[src/rtl/lc3_ctrl_fsm.sv]
// LC-3 control-unit FSM: fetch, decode and execute sequencing for the LC-3 datapath.
// The FSM is Moore. The exceptions are ld_mdr in the memory wait states, which
// follows mem_ready, and the branch load in BR, which follows ben.
// All outputs are held at 0 from reset until the first clock edge after rst rises.
// Optional feature: define LC3_CTRL_TRAP_EN to add the TRAP sequence T0..T3.
// If it is undefined, opcode 1111 traps to ILL.
// state_o debug encoding:
//   F1=0 F2=1 F3=2 DEC=3 ALU=4 BR=5 JMP=6 JSR0=7 JSR1=8 LA=9 LR=10 LW=11
//   SA=12 SD=13 SW=14 LEA=15 ILL=16 T0=17 T1=18 T2=19 T3=20
module lc3_ctrl_fsm (
  input  logic        clk,
  input  logic        rst,
  input  logic [15:0] ir,
  input  logic        ben,
  input  logic        mem_ready,
  output logic        ld_mar,
  output logic        ld_mdr,
  output logic        ld_ir,
  output logic        ld_pc,
  output logic        ld_reg,
  output logic        ld_cc,
  output logic        ld_ben,
  output logic        gate_pc,
  output logic        gate_mdr,
  output logic        gate_alu,
  output logic        gate_marmux,
  output logic [1:0]  drmux,
  output logic [1:0]  sr1mux,
  output logic [1:0]  pcmux,
  output logic        addr1mux,
  output logic [1:0]  addr2mux,
  output logic        marmux,
  output logic [1:0]  aluk,
  output logic        mio_en,
  output logic        r_w,
  output logic        illegal,
  output logic [4:0]  state_o
);

  localparam logic [4:0] S_F1   = 5'd0;
  localparam logic [4:0] S_F2   = 5'd1;
  localparam logic [4:0] S_F3   = 5'd2;
  localparam logic [4:0] S_DEC  = 5'd3;
  localparam logic [4:0] S_ALU  = 5'd4;
  localparam logic [4:0] S_BR   = 5'd5;
  localparam logic [4:0] S_JMP  = 5'd6;
  localparam logic [4:0] S_JSR0 = 5'd7;
  localparam logic [4:0] S_JSR1 = 5'd8;
  localparam logic [4:0] S_LA   = 5'd9;
  localparam logic [4:0] S_LR   = 5'd10;
  localparam logic [4:0] S_LW   = 5'd11;
  localparam logic [4:0] S_SA   = 5'd12;
  localparam logic [4:0] S_SD   = 5'd13;
  localparam logic [4:0] S_SW   = 5'd14;
  localparam logic [4:0] S_LEA  = 5'd15;
  localparam logic [4:0] S_ILL  = 5'd16;
`ifdef LC3_CTRL_TRAP_EN
  localparam logic [4:0] S_T0   = 5'd17;
  localparam logic [4:0] S_T1   = 5'd18;
  localparam logic [4:0] S_T2   = 5'd19;
  localparam logic [4:0] S_T3   = 5'd20;
`endif

  logic [4:0] state_q, state_d;
  logic       run_q;   // low from reset until the first edge after release; gates all outputs
  logic [3:0] opcode;
  logic       unused_ir;

  assign opcode    = ir[15:12];
  assign state_o   = state_q;
  assign unused_ir = ^ir[10:0];

  // State register; reset parks the FSM in F1 with outputs suppressed.
  // NOTE: sequential state uses non-blocking assignments so every flop samples pre-edge values.
  always_ff @(posedge clk or negedge rst) begin
    if (!rst) begin
      state_q <= S_F1;
      run_q   <= 1'b0;
    end else begin
      state_q <= state_d;
      run_q   <= 1'b1;
    end
  end

  // Next-state and control decode from the current state.
  always_comb begin
    // NOTE: every signal driven here gets a default first, so no path can infer a latch.
    state_d     = state_q;
    ld_mar      = 1'b0;
    ld_mdr      = 1'b0;
    ld_ir       = 1'b0;
    ld_pc       = 1'b0;
    ld_reg      = 1'b0;
    ld_cc       = 1'b0;
    ld_ben      = 1'b0;
    gate_pc     = 1'b0;
    gate_mdr    = 1'b0;
    gate_alu    = 1'b0;
    gate_marmux = 1'b0;
    drmux       = 2'b00;
    sr1mux      = 2'b00;
    pcmux       = 2'b00;
    addr1mux    = 1'b0;
    addr2mux    = 2'b00;
    marmux      = 1'b0;
    aluk        = 2'b00;
    mio_en      = 1'b0;
    r_w         = 1'b0;
    illegal     = 1'b0;
    if (run_q) begin
      case (state_q)
        S_F1: begin
          gate_pc = 1'b1;
          ld_mar  = 1'b1;
          ld_pc   = 1'b1;
          state_d = S_F2;
        end
        S_F2: begin
          mio_en = 1'b1;
          ld_mdr = mem_ready;
          if (mem_ready) state_d = S_F3;
        end
        S_F3: begin
          gate_mdr = 1'b1;
          ld_ir    = 1'b1;
          state_d  = S_DEC;
        end
        S_DEC: begin
          ld_ben = 1'b1;
          case (opcode)
            4'b0001, 4'b0101, 4'b1001: state_d = S_ALU;
            4'b0000:                   state_d = S_BR;
            4'b1100:                   state_d = S_JMP;
            4'b0100:                   state_d = S_JSR0;
            4'b0010, 4'b0110:          state_d = S_LA;
            4'b0011, 4'b0111:          state_d = S_SA;
            4'b1110:                   state_d = S_LEA;
`ifdef LC3_CTRL_TRAP_EN
            4'b1111:                   state_d = S_T0;
`endif
            default:                   state_d = S_ILL;
          endcase
        end
        S_ALU: begin
          gate_alu = 1'b1;
          ld_reg   = 1'b1;
          ld_cc    = 1'b1;
          sr1mux   = 2'b01;
          case (opcode)
            4'b0101: aluk = 2'b01;
            4'b1001: aluk = 2'b10;
            default: aluk = 2'b00;
          endcase
          state_d = S_F1;
        end
        S_BR: begin
          if (ben) begin
            ld_pc    = 1'b1;
            pcmux    = 2'b10;
            addr2mux = 2'b10;
          end
          state_d = S_F1;
        end
        S_JMP: begin
          ld_pc    = 1'b1;
          pcmux    = 2'b10;
          addr1mux = 1'b1;
          sr1mux   = 2'b01;
          state_d  = S_F1;
        end
        S_JSR0: begin
          gate_pc = 1'b1;
          ld_reg  = 1'b1;
          drmux   = 2'b01;
          state_d = S_JSR1;
        end
        S_JSR1: begin
          ld_pc = 1'b1;
          pcmux = 2'b10;
          if (ir[11]) begin
            addr2mux = 2'b11;
          end else begin
            addr1mux = 1'b1;
            sr1mux   = 2'b01;
          end
          state_d = S_F1;
        end
        // Load and store share address generation; opcode bit 2 selects base+offset6.
        S_LA, S_SA: begin
          gate_marmux = 1'b1;
          marmux      = 1'b1;
          ld_mar      = 1'b1;
          if (opcode[2]) begin
            addr1mux = 1'b1;
            sr1mux   = 2'b01;
            addr2mux = 2'b01;
          end else begin
            addr2mux = 2'b10;
          end
          state_d = (state_q == S_LA) ? S_LR : S_SD;
        end
        S_LR: begin
          mio_en = 1'b1;
          ld_mdr = mem_ready;
          if (mem_ready) state_d = S_LW;
        end
        S_LW: begin
          gate_mdr = 1'b1;
          ld_reg   = 1'b1;
          ld_cc    = 1'b1;
          state_d  = S_F1;
        end
        S_SD: begin
          aluk     = 2'b11;
          gate_alu = 1'b1;
          ld_mdr   = 1'b1;
          state_d  = S_SW;
        end
        S_SW: begin
          mio_en = 1'b1;
          r_w    = 1'b1;
          if (mem_ready) state_d = S_F1;
        end
        S_LEA: begin
          gate_marmux = 1'b1;
          marmux      = 1'b1;
          addr2mux    = 2'b10;
          ld_reg      = 1'b1;
          state_d     = S_F1;
        end
`ifdef LC3_CTRL_TRAP_EN
        S_T0: begin
          gate_pc = 1'b1;
          ld_reg  = 1'b1;
          drmux   = 2'b01;
          state_d = S_T1;
        end
        S_T1: begin
          gate_marmux = 1'b1;
          ld_mar      = 1'b1;
          state_d     = S_T2;
        end
        S_T2: begin
          mio_en = 1'b1;
          ld_mdr = mem_ready;
          if (mem_ready) state_d = S_T3;
        end
        S_T3: begin
          gate_mdr = 1'b1;
          pcmux    = 2'b01;
          ld_pc    = 1'b1;
          state_d  = S_F1;
        end
`endif
        S_ILL: illegal = 1'b1;
        default: state_d = S_F1;
      endcase
    end
  end

endmodule

[config.mk]
export PLATFORM = sky130hd
export DESIGN_NAME = lc3_ctrl_fsm
export DESIGN_NICKNAME = d
export VERILOG_FILES = /design/src/rtl/lc3_ctrl_fsm.sv
export SDC_FILE = /design/constraint.sdc
export NUM_CORES = 1
export LEC_CHECK = 0
export CAP_MARGIN = 20
export CORE_ASPECT_RATIO = 0.6
export CORE_MARGIN = 4
export CORE_UTILIZATION = 36
export CTS_BUF_LIST = sky130_fd_sc_hd__clkbuf_8
export CTS_CLUSTER_SIZE = 20
export DETAILED_ROUTE_END_ITERATION = 16
export PLACE_DENSITY = 0.78
export SLEW_MARGIN = 20
export SYNTH_ARGS = -nofsm -noshare
export SYNTH_HDL_FRONTEND = slang
export SYNTH_SLANG_ARGS = --single-unit
[constraint.sdc]
create_clock -name clk -period 1.7 [get_ports clk]
set_input_delay 0.255 -clock clk [delete_from_list [all_inputs] [get_ports clk]]
set_output_delay 0.255 -clock clk [all_outputs]
set_load 0.02 [all_outputs]
==> flow_summary.json, run 1 <==
{
  "muxShareOfSynthArea_pct": 0,
  "cts.htree.levels": 1,
  "top_level_ports": 51,
  "post_synth_simple_gate_area_pct": 40.4,
  "detailed_place_hpwl_um": 3300,
  "worst-ep-kind": "register data pin",
  "floorplan.initialDensity_pct": 38.0,
  "synth_fa_ha_area_share_pct": 0,
  "synth.ff_latch_count": 6,
  "postCtsHoldBufs": 0,
  "grt_start_max_net_pins": 13,
  "rows": 14,
  "netlist_cell_types": 43,
  "number_of_port_buffers": 36,
  "synth_seq_area_share_pct": 15.8,
  "cell_area_after_placement_um2": 1850,
  "error_message": "[ERROR DPL-0038] Utilization greater than 100%, impossible to legalize",
  "number_of_flops_mapped_to_enable_cells_by_yosys": 0,
  "fp.dieH_um": 47.8,
  "post_synth_main_area_contributors": "sky130_fd_sc_hd__dfrtp_1, sky130_fd_sc_hd__nor2_1, sky130_fd_sc_hd__nand2_1",
  "cts_root_buffer": "sky130_fd_sc_hd__clkbuf_8",
  "synth_area_um2": 951,
  "synth.largest_area_cell": "sky130_fd_sc_hd__dfrtp_1",
  "yosys-top-cells-count": "sky130_fd_sc_hd__nor2_1, sky130_fd_sc_hd__nand2_1, sky130_fd_sc_hd__a21oi_1",
  "globalplace.congestion": 0.904,
  "outcome.stop_stage": "global routing",
  "synth-main-ff-cell": "sky130_fd_sc_hd__dfrtp_1",
  "run_status": "stopped before the end",
  "synth-xor-area-share_pct": 2.76,
  "synthesis.instances": 149,
  "tritoncts.num_buffers": 3,
  "dieWidth_um": 74.4,
  "synthMostInstantiatedCell": "sky130_fd_sc_hd__nor2_1",
  "clock_sink_count": 6,
  "number_of_warnings_printed_during_yosys_synthesis": 0,
  "dpl.cell_count": 256,
  "async_reset_ff_share_pct": 100,
  "synth_area_per_cell_um2": 6.38,
  "cts-root-to-sink-buffers": 2,
  "synth-compound-area-share_pct": 28.8,
  "largest_family_of_logic_cells_by_synthesized_area": "simple AND/OR/NAND/NOR gates",
  "grt_repair_worst_endpoint": "state_o[2]$_DFFE_PN0P_/D",
  "synth.top_cell.area_share_pct": 15.8
}
[cell families after synthesis]
logic type	Yosys count
buffers and inverters	23
XOR/XNOR	3
other	2
flip-flops	6
AND/OR/NAND/NOR	75
AO/OA/AOI/OAI	40
[what timing repair did]
action | 4_1_cts
setup endpoints to repair | 31
resized for setup | 184
setup buffers | 14
pin swaps | 16
[per-stage QoR]
step,setup WS [ps],util (%)
CTS,-183,87.4
floorplan,-9.38,-
global placement,-509,73.7
detailed placement,-577,73.7
==> run 2: changes to the inputs <==
CORE_AREA = 4 4 65 67   (was not set)
CORE_ASPECT_RATIO = not set   (was 0.6)
CORE_MARGIN = not set   (was 4)
CORE_UTILIZATION = not set   (was 36)
CTS_BUF_LIST = not set   (was sky130_fd_sc_hd__clkbuf_8)
CTS_CLUSTER_SIZE = not set   (was 20)
DIE_AREA = 0 0 69 71   (was not set)
PLACE_DENSITY = not set   (was 0.78)
PLACE_DENSITY_LB_ADDON = 0.15   (was not set)
clock period = 2.2 ns   (was 1.7 ns; I/O delays follow)
==> flow_summary.json, run 2 <==
{
  "cts_root_buffer": "sky130_fd_sc_hd__clkbuf_8",
  "pwr-share-comb_pct": 76.7,
  "post_synth_main_area_contributors": "sky130_fd_sc_hd__dfrtp_1, sky130_fd_sc_hd__nor2_1, sky130_fd_sc_hd__nand2_1",
  "share_clk_of_total_power_pct": 10.4,
  "dieWidth_um": 69,
  "antenna_cells_inserted": 0,
  "crit_path_end_kind": "output port",
  "synth-main-ff-cell": "sky130_fd_sc_hd__dfrtp_1",
  "synthesis.instances": 149,
  "yosys-top-cells-count": "sky130_fd_sc_hd__nor2_1, sky130_fd_sc_hd__nand2_1, sky130_fd_sc_hd__a21oi_1",
  "timing.final.hold_violations": 0,
  "leakagePower_nw": 0.806,
  "grt_start_max_net_pins": 27,
  "design.core.area_um2": 3630,
  "cp-start-kind": "flop",
  "cts.htree.levels": 1,
  "dp_worst_slack_ps": -123,
  "dieArea_um2": 4900,
  "grt_first_pass_wirelength_um": 5950,
  "layout_min_cycle_time_ps": 2140,
  "grt_setup_unrepaired": "false",
  "synth_seq_area_share_pct": 15.8,
  "synth.top_cell.area_share_pct": 15.8,
  "synth_area_per_cell_um2": 6.38,
  "finalSetupViolCount": 0,
  "clock-skew-final_ps": 6.83,
  "cts_resized": 24,
  "antenna_found_initial": 0,
  "number_of_warnings_printed_during_yosys_synthesis": 0,
  "flow.area_growth_from_synthesis_pct": 73.4,
  "mostFrequentLayoutCells": "sky130_fd_sc_hd__buf_4, sky130_fd_sc_hd__nor2_1, sky130_fd_sc_hd__nand2_1",
  "num-fill-cells": 399,
  "internal-power_w": 0.000855,
  "top_level_ports": 51,
  "fin_ws_ps": 62.3,
  "critical_path.max_fanout": 9,
  "number_of_flops_mapped_to_enable_cells_by_yosys": 0,
  "floorplan.initialDensity_pct": 26.2,
  "netlist_cell_types": 43,
  "final_common_cell": "sky130_fd_sc_hd__buf_4",
  "period_share_pct": 97.2,
  "synth_area_um2": 951,
  "holdCritPathClass": "in2async",
  "count_of_maximum_capacitance_violations": 0,
  "fp.dieH_um": 71,
  "pwr-share-seq_pct": 12.9,
  "wl_per_cell_um": 13.6,
  "cp_data_required_time_ps": 1870,
  "remaining_drc_errors": 0,
  "number_of_port_buffers": 36,
  "globalplace.congestion": 0.828,
  "finish.utilization_pct": 45.4,
  "proportion_of_layout_cells_with_a_drive_suffix_above_1_pct": 31.8,
  "path_clk_slew_ps": 40,
  "routed_via_density": 5.08,
  "synth.largest_area_cell": "sky130_fd_sc_hd__dfrtp_1",
  "via_count": 1345,
  "peak_supply_drop_v": 0.000409,
  "switching_power_w": 0.000779,
  "synth.ff_latch_count": 6,
  "cts_tree": "yes",
  "postCtsHoldBufs": 0,
  "run_status": "complete, no violations",
  "tritoncts.num_buffers": 3,
  "final_antenna_net_count": 0,
  "nNetsFinal": 239,
  "max_ffs_per_register": 5,
  "async_reset_ff_share_pct": 100,
  "max_freq_mhz": 468,
  "critPathArrivalTime_ps": 1810,
  "report.final.slew_viol_count": 0,
  "cts-root-to-sink-buffers": 2,
  "busiest_layer": "met2",
  "met3_usage_pct": 2.84,
  "use_met2_pct": 26.6,
  "globalRouteMet1Util_pct": 17.5,
  "globalRoute.totalOverflow": 0,
  "first_global_vias": 1295,
  "drt-total-wl_um": 3610,
  "power.density_cell_area_nw_per_um2": 991,
  "switching_share_of_power_pct": 47.7,
  "clk_latency_ps": 230,
  "drt_pass1_iterations": 5,
  "critical_path_class": "reg2out",
  "post_cts_buffers": 0,
  "synthMostInstantiatedCell": "sky130_fd_sc_hd__nor2_1",
  "rows": 22,
  "gr-usage-all-layers_pct": 14.4,
  "detailed_place_hpwl_um": 2980,
  "dr.first_iter.drc_count": 99,
  "clock_sink_count": 6
}
## run 2: critical path, cell delays in order, from the launching register on
cell,delay [ps]
sky130_fd_sc_hd__dfrtp_2,460
sky130_fd_sc_hd__buf_4,190
sky130_fd_sc_hd__and3b_1,250
sky130_fd_sc_hd__a21oi_1,70
sky130_fd_sc_hd__o41ai_2,250
sky130_fd_sc_hd__clkdlybuf4s15_1,350
## run 2: cell families (layout without fill, tap and decap cells)
logic type	Yosys count	in the layout	share of synthesized area (%)
buffers and inverters	23	89	11.4
AOI/OAI and AO/OA	40	40	28.8
and+or+nand+nor	75	75	40.4
DFF	6	6	15.8
other	2	4	0.790
xor gates and xnor gates	3	3	2.76
## run 2: cell type report
cell class              count  area [um^2]  area share, %
inverters                   6         22.5           1.37
clock buffers               3         41.3           2.50
repair buffers             80          648           39.3
multi-input cells         122          723           43.9
well taps                  48         60.1           3.64
flip-flops and latches      6          154           9.33
## run 2: routing by layer
layer  wire length (um)  vias up  part of all wire (%)
met2               1810       64                    50
met5                  0        -                     0
met3                219        6                   6.1
met1               1550      612                    43
met4                 27        0                  0.75
li1                   -      663                     -
## run 2: worst paths after layout
check	start	endpoint	slack, ps	cells past startpoint
max	state_o[0]	ld_mdr	60	5
min	rst	state_o[3]	350	1
max reg2reg	state_o[0]	state_o[2]	210	7
min reg2reg	state_o[3]	state_o[3]	760	2
max in group asynchronous	rst	state_o[2]	1610	1
min in group clk	state_o[3]	state_o[3]	760	2
## run 2: power by group through the flow
stage	clock network, W	logic (W)	registers [W]
after floorplan	0	0.000643	0.000209
after global placement	0	0.00127	0.000205
after detailed placement	0	0.00128	0.000205
after CTS	0.000172	0.00125	0.000207
after global routing	0.000179	0.00137	0.000220
final	0.000169	0.00125	0.000211
## run 2: per-stage QoR
stage / power (W) / setup TNS (ps) / hold slack (ps) / instance area (um^2) / instances
6_report: 0.00163 / 0 / 345 / 1650 / 265
5_1_grt: 0.00177 / 0 / 379 / 1650 / 265
4_1_cts: 0.00163 / 0 / 354 / 1670 / 265
3_5_place_dp: 0.00149 / -461 / 591 / 1640 / 262
3_3_place_gp: 0.00147 / -284 / 580 / 1640 / 262
2_1_floorplan: 0.000851 / 0 / 34.4 / 966 / 151
No activity file was read; power rests on OpenSTA's default activity.
